$ cat src/rtl/frame_seq_pkg.sv
// Shared FSM state type and beat/header geometry helpers for the frame sequencer.
package frame_seq_pkg;

    typedef enum logic [1:0] {
        IDLE,
        HDR,
        PAY,
        DROP
    } state_t;

    function automatic int calc_bpb(input int data_width);
        return data_width / 8;
    endfunction

    function automatic int calc_hdr_beats(input int header_bytes, input int bpb);
        return (header_bytes + bpb - 1) / bpb;
    endfunction

    function automatic int calc_split(input int header_bytes, input int bpb);
        return header_bytes % bpb;
    endfunction

endpackage

$ cat src/rtl/hdr_beat_counter.sv
// Tracks the beat index within the header region and flags the header/payload boundary beat.
module hdr_beat_counter #(
    parameter int HDR_BEATS = 3,
    parameter int HIW       = 2
) (
    input  logic           clk,
    input  logic           rst,
    input  logic           frame_start,
    input  logic           beat_accept,
    input  logic           abort,
    input  logic           hdr_busy,
    input  logic           idle_valid,
    output logic           in_header,
    output logic           header_done,
    output logic           at_boundary,
    output logic [HIW-1:0] hdr_idx
);

    logic [HIW-1:0] idx_q;

    assign at_boundary = (idx_q == HIW'(HDR_BEATS - 1));
    assign header_done = beat_accept && at_boundary;
    assign in_header   = idle_valid || hdr_busy;
    assign hdr_idx     = idx_q;

    // Index returns to zero whenever the header region is left, so IDLE always presents beat 0.
    always_ff @(posedge clk) begin
        if (rst || abort || header_done) begin
            idx_q <= '0;
        end else if (frame_start) begin
            idx_q <= HIW'(1);
        end else if (beat_accept) begin
            idx_q <= idx_q + HIW'(1);
        end
    end

endmodule

$ cat src/rtl/frame_seq_ctrl.sv
// Zero-latency frame splitter: routes header beats and payload beats to separate sinks.
// Optional statistics counters are built when FRAME_SEQ_STATS_EN is defined.
module frame_seq_ctrl
    import frame_seq_pkg::*;
#(
    parameter int  DATA_WIDTH      = 64,
    parameter int  HEADER_BYTES    = 18,
    parameter int  MAX_FRAME_BYTES = 1522,
    localparam int BPB             = calc_bpb(DATA_WIDTH),
    localparam int HDR_BEATS       = calc_hdr_beats(HEADER_BYTES, BPB),
    localparam int SPLIT           = calc_split(HEADER_BYTES, BPB),
    localparam int HIW             = $clog2(HDR_BEATS + 1),
    localparam int OW              = $clog2(BPB) + 1
) (
    input  logic                  clk,
    input  logic                  rst,
    input  logic                  s_valid,
    output logic                  s_ready,
    input  logic [DATA_WIDTH-1:0] s_data,
    input  logic                  s_last,
    output logic                  hdr_valid,
    input  logic                  hdr_ready,
    output logic [DATA_WIDTH-1:0] hdr_data,
    output logic [HIW-1:0]        hdr_idx,
    output logic                  m_valid,
    input  logic                  m_ready,
    output logic [DATA_WIDTH-1:0] m_data,
    output logic                  m_last,
    output logic [OW-1:0]         m_offs,
    output logic                  frame_start,
    output logic                  header_done,
    output logic                  in_header,
    output logic                  err_runt,
    output logic                  err_oversize,
    output logic [31:0]           stat_frames,
    output logic [31:0]           stat_drops
);

    localparam int          CW   = $clog2(MAX_FRAME_BYTES + 2 * BPB);
    localparam logic [CW:0] SAT  = (CW + 1)'(MAX_FRAME_BYTES + BPB);
    localparam logic [CW:0] MAXV = (CW + 1)'(MAX_FRAME_BYTES);

    state_t        state, state_nxt;
    logic [CW-1:0] byte_cnt, byte_cnt_nxt;
    logic [CW:0]   byte_sum;
    logic          hdr_phase, at_boundary, oversize, accept;
    logic          beat_accept, abort;

    assign byte_sum  = {1'b0, byte_cnt} + (CW + 1)'(BPB);
    assign hdr_phase = (state == IDLE) || (state == HDR);
    assign oversize  = s_valid && (state != DROP) && !s_last && (byte_sum > MAXV);
    assign hdr_data  = s_data;
    assign m_data    = s_data;

    always_ff @(posedge clk) begin
        if (rst) begin
            state    <= IDLE;
            byte_cnt <= '0;
        end else begin
            state    <= state_nxt;
            byte_cnt <= byte_cnt_nxt;
        end
    end

    // Handshakes are held off while rst is high so a frame caught by reset ends without any pulse.
    always_comb begin
        s_ready      = 1'b0;
        hdr_valid    = 1'b0;
        m_valid      = 1'b0;
        m_last       = 1'b0;
        m_offs       = '0;
        frame_start  = 1'b0;
        err_runt     = 1'b0;
        err_oversize = 1'b0;
        state_nxt    = state;
        byte_cnt_nxt = byte_cnt;
        if (!rst) begin
            case (state)
                IDLE, HDR: begin
                    if (oversize) begin
                        s_ready = 1'b1;
                    end else begin
                        hdr_valid = s_valid;
                        s_ready   = hdr_ready;
                        if (at_boundary && (SPLIT != 0)) begin
                            m_valid = s_valid;
                            s_ready = hdr_ready && m_ready;
                            m_offs  = OW'(SPLIT);
                            m_last  = s_last;
                        end
                    end
                end
                PAY: begin
                    if (oversize) begin
                        s_ready = 1'b1;
                    end else begin
                        m_valid = s_valid;
                        s_ready = m_ready;
                        m_last  = s_last;
                    end
                end
                DROP:    s_ready = 1'b1;
                default: s_ready = 1'b0;
            endcase
        end
        accept = s_valid && s_ready;
        if (accept) begin
            byte_cnt_nxt = (byte_sum > SAT) ? SAT[CW-1:0] : byte_sum[CW-1:0];
            case (state)
                IDLE, HDR: begin
                    frame_start = (state == IDLE);
                    if (oversize) begin
                        err_oversize = 1'b1;
                        state_nxt    = DROP;
                    end else if (at_boundary) begin
                        state_nxt = s_last ? IDLE : PAY;
                    end else if (s_last) begin
                        err_runt  = 1'b1;
                        state_nxt = IDLE;
                    end else begin
                        state_nxt = HDR;
                    end
                end
                PAY: begin
                    if (oversize) begin
                        err_oversize = 1'b1;
                        state_nxt    = DROP;
                    end else if (s_last) begin
                        state_nxt = IDLE;
                    end
                end
                DROP:    if (s_last) state_nxt = IDLE;
                default: state_nxt = IDLE;
            endcase
            if (state_nxt == IDLE) byte_cnt_nxt = '0;
        end
        beat_accept = accept && hdr_phase && !oversize;
        abort       = accept && hdr_phase && (oversize || err_runt);
    end

    hdr_beat_counter #(
        .HDR_BEATS (HDR_BEATS),
        .HIW       (HIW)
    ) u_hdr_beat_counter (
        .clk         (clk),
        .rst         (rst),
        .frame_start (frame_start),
        .beat_accept (beat_accept),
        .abort       (abort),
        .hdr_busy    ((state == HDR) && !rst),
        .idle_valid  ((state == IDLE) && s_valid && !rst),
        .in_header   (in_header),
        .header_done (header_done),
        .at_boundary (at_boundary),
        .hdr_idx     (hdr_idx)
    );

`ifdef FRAME_SEQ_STATS_EN
    logic [31:0] frames_q, drops_q;

    always_ff @(posedge clk) begin
        if (rst) begin
            frames_q <= '0;
            drops_q  <= '0;
        end else begin
            if (frame_start && (frames_q != '1)) frames_q <= frames_q + 32'd1;
            if ((err_runt || err_oversize) && (drops_q != '1)) drops_q <= drops_q + 32'd1;
        end
    end

    assign stat_frames = frames_q;
    assign stat_drops  = drops_q;
`else
    assign stat_frames = '0;
    assign stat_drops  = '0;
`endif

endmodule

$ cat config.mk
export PLATFORM = sky130hd
export DESIGN_NAME = frame_seq_ctrl
export DESIGN_NICKNAME = d
export VERILOG_FILES = /design/src/rtl/frame_seq_pkg.sv /design/src/rtl/hdr_beat_counter.sv /design/src/rtl/frame_seq_ctrl.sv
export SDC_FILE = /design/constraint.sdc
export NUM_CORES = 1
export LEC_CHECK = 0
export BUFFER_PORTS_ARGS = -buffer_cell sky130_fd_sc_hd__buf_2
export CAP_MARGIN = 20
export CORE_AREA = 2 2 107 109
export DETAILED_ROUTE_END_ITERATION = 10
export DIE_AREA = 0 0 109 111
export PLACE_DENSITY_LB_ADDON = 0.15
export SYNTH_ARGS = -nofsm -noshare
export SYNTH_HDL_FRONTEND = slang
export SYNTH_HIERARCHICAL = 1
export SYNTH_SLANG_ARGS = --single-unit
$ cat constraint.sdc
create_clock -name clk -period 7.9 [get_ports clk]
set_clock_uncertainty 0.2 [all_clocks]
set_input_delay 0 -clock clk [delete_from_list [all_inputs] [get_ports clk]]
set_output_delay 0 -clock clk [all_outputs]
set_load 0.01 [all_outputs]
==> reports/results.txt <==
N_diodes = 0
Fin area = 0.002351 sq mm
ANT nets after route = 0
CP endpoint kind = output port
Clk Latency, worst-skew pair = 0.25 ns
Area fraction of the dominant cell type after synthesis = 55.85%
Vias = 1599
Critical path origin = byte_cnt[3]$_SDFFE_PP0P_
P&R area growth vs syn = -10.31%
Layout Nets = 358
Worst setup margin = 4.536 ns
CP Data Required Time = 7.70 ns
Tightest Hold Check Type = primary input to flop
Top-count cell post-synth = buf_4
Worst r2r src = byte_cnt[3]$_SDFFE_PP0P_
Largest cells by area after synthesis = buf_4 56%, dfxtp_1 9.9%, nor2_1 2.0%
Via/cell ratio = 3.745
Vias in the first global route = 1354
Total Wirelength = 4.785 mm
Fin Setup TNS = 0 ns
Die Area = 0.01210 sq mm
Switching power total = 0.08887 mW
Int Pwr = 0.1652 mW
Slew @ Worst Pin = 0.8270 ns
Sink Count = 13
First-pass GRT wire length = 6.810 mm
Asr flop ratio synth = 0%
Clock buffer depth = 2
Reg2reg path depth = 9
Outcome = completed
Clk slew on worst S/H paths = 0.05 ns
Crit path kind = flop to output port
Share of cells above drive strength 1 = 12.68%
Overall Power = 0.2541 mW
Post-synth EDFFs = 0
Post-synth top area cell = buf_4
# setup viols final = 0
R2R Path End = u_hdr_beat_counter/hdr_idx[0]$_SDFFE_PP0P_
VDD IR-drop max = 0.00005242 V
CP endpoint = header_done
Static leakage = 0.9971 nW
Post-route DRC = 0
Max_cap viols = 0
Antenna violations before repair = 0
Cell count after placement = 358
Core ar. = 0.01108 sq mm
Clock Power Share = 39.3%
Die Y = 111 um
Unrepaired setup endpoints after global routing = no
Seq/Total Area, Yosys = 9.928%
Pwr per Cell Area = 108.1 mW/mm^2
Die X-Extent = 109 um
CTS tree = yes
Crit path time final = 3.364 ns
Worst slack, placed = 4.581 ns
Total track usage = 7.108%
Worst EP arrival = 3.16 ns
Cell Area, Synth = 0.002621 sq mm
R2R Setup Slk = 4.58 ns
Synth Flop Type = dfxtp_1
Initial cell density of the core = 23.66%
Final max-slew violation count = 0
Placed Area = 0.001622 sq mm
H-Tree Depth = 1
Switching Fraction = 34.98%
CTS Root Cell = clkbuf_16
I/O pins = 277
Largest net degree at the start of global routing = 19
Gp weighted congestion = 0.6943
Count of final hold-check violations = 0
Port buffer count = 17
Fin cells = 427
Synthesized instance count = 333
Gr ovfl total = 0
Synth cell types = 50
Flops & latches, synth = 13
Ys Warns = 6
TritonCTS Buffers = 3
Relative slew slack = 44.36%
Comb power frac = 33.9%
Post-synth top cells = 195 x buf_4, 14 x nor2_1, 13 x dfxtp_1
FMAX = 0.2973 GHz
Post-cts sizing count = 0
# rows = 39
Initial drt markers = 73
Sequential Power Share = 26.8%
Avg Inst Size Synth = 7.872 sq um
Hpwl dp = 3.199 mm
Startpoint Class = flop
CP Max Fanout = 8
Tcrit/Tclk final = 42.58%
DRT Pass-1 Iters = 4
DR WL/cell = 11.21 um
[power groups by stage]
stage	combinational (mW)	clock [mW]	sequential (mW)
CTS	0.0863	0.103	0.0681
detailed placement	0.0354	0	0.0694
global placement	0.0358	0	0.0695
floorplan	0.119	0	0.0692
finish	0.0861	0.0998	0.0681
global route	0.0944	0.106	0.0682
[worst min path at each step]
| stage | startpoint | endpoint | cells after the start |
|---|---|---|---|
| 6_report | s_last | byte_cnt[10]$_SDFFE_PP0P_ | 3 |
| 3_5_place_dp | s_data[27] | hdr_data[27] | 0 |
| 3_3_place_gp | s_data[27] | hdr_data[27] | 0 |
| 5_1_grt | rst | byte_cnt[9]$_SDFFE_PP0P_ | 2 |
| 2_1_floorplan | rst | u_hdr_beat_counter/hdr_idx[0]$_SDFFE_PP0P_ | 1 |
| 4_1_cts | s_last | byte_cnt[4]$_SDFFE_PP0P_ | 3 |
[layer usage]
| metal | GRT usage [%] | vias up | routed length, um |
|---|---|---|---|
| li1 | - | 738 | - |
| met1 | 8.060 | 706 | 1789 |
| met2 | 12.67 | 146 | 2459 |
| met3 | 1.529 | 9 | 460 |
| met4 | 2.821 | 0 | 76 |
| met5 | 0 | - | 0 |
[cell usage in the layout (no fill, tap or decap), types with 3 or more instances in the layout]
| cell | n |
|---|---|
| and3_1 | 4 |
| a21boi_0 | 3 |
| nand2_1 | 6 |
| a211o_1 | 3 |
| nor3_1 | 5 |
| nand2b_1 | 4 |
| clkbuf_16 | 3 |
| dfxtp_1 | 13 |
| a21oi_1 | 7 |
| mux2i_1 | 3 |
| inv_1 | 6 |
| ha_1 | 3 |
| o21a_1 | 4 |
| dlygate4sd3_1 | 65 |
| a211oi_1 | 3 |
| nand4_1 | 4 |
| o21ai_0 | 3 |
| nand3_1 | 4 |
| a31oi_1 | 4 |
| nor2_1 | 14 |
| nor2b_1 | 4 |
| conb_1 | 67 |
| buf_2 | 17 |
[stage by stage]
stage / util (%) / hold WS (ns)
2_1_floorplan: - / -0.1311
3_3_place_gp: 14.64 / -0.1999
3_5_place_dp: 14.64 / -0.1999
4_1_cts: 21.22 / 0.01638
5_1_grt: 21.22 / 0.04593
6_report: 21.22 / 0.01491
[registers in the layout (all words and copies together) (netlist names)]
signal,flops
state,2
byte_cnt,9
u_hdr_beat_counter/hdr_idx,2
[critical path, cell delays in order (launching register included)]
cell	delay, ns
dfxtp_1	0.46
ha_1	0.35
nand3_2	0.12
xor2_1	0.20
a211oi_1	0.37
o21a_4	0.23
nor2_1	0.08
nor4_1	0.71
and2_2	0.27
buf_2	0.12
[cell type report]
class	count	area, sq um
timing repair buffer	82	735.7
multi-input combinational	179	1075
tap	143	178.9
clock buffer	4	78.83
sequential	13	260.3
inverter	6	22.52
fill	1225	8726
[kinds of logic after synthesis]
logic type,synth area share (%)
compound gates,15.75
flops,9.928
simple gates,12.74
other cells,0.1431
fa+ha+maj,1.432
xor+xnor,0.3342
mux,1.146
buf+inv,58.52
[timing repair]
action / 4_1_cts / 5_1_grt
hold buffers: 65 / 0
hold endpoints to repair: 129 / 0
buffers inserted: 0 / 0
(Power assumes the default switching activity.)
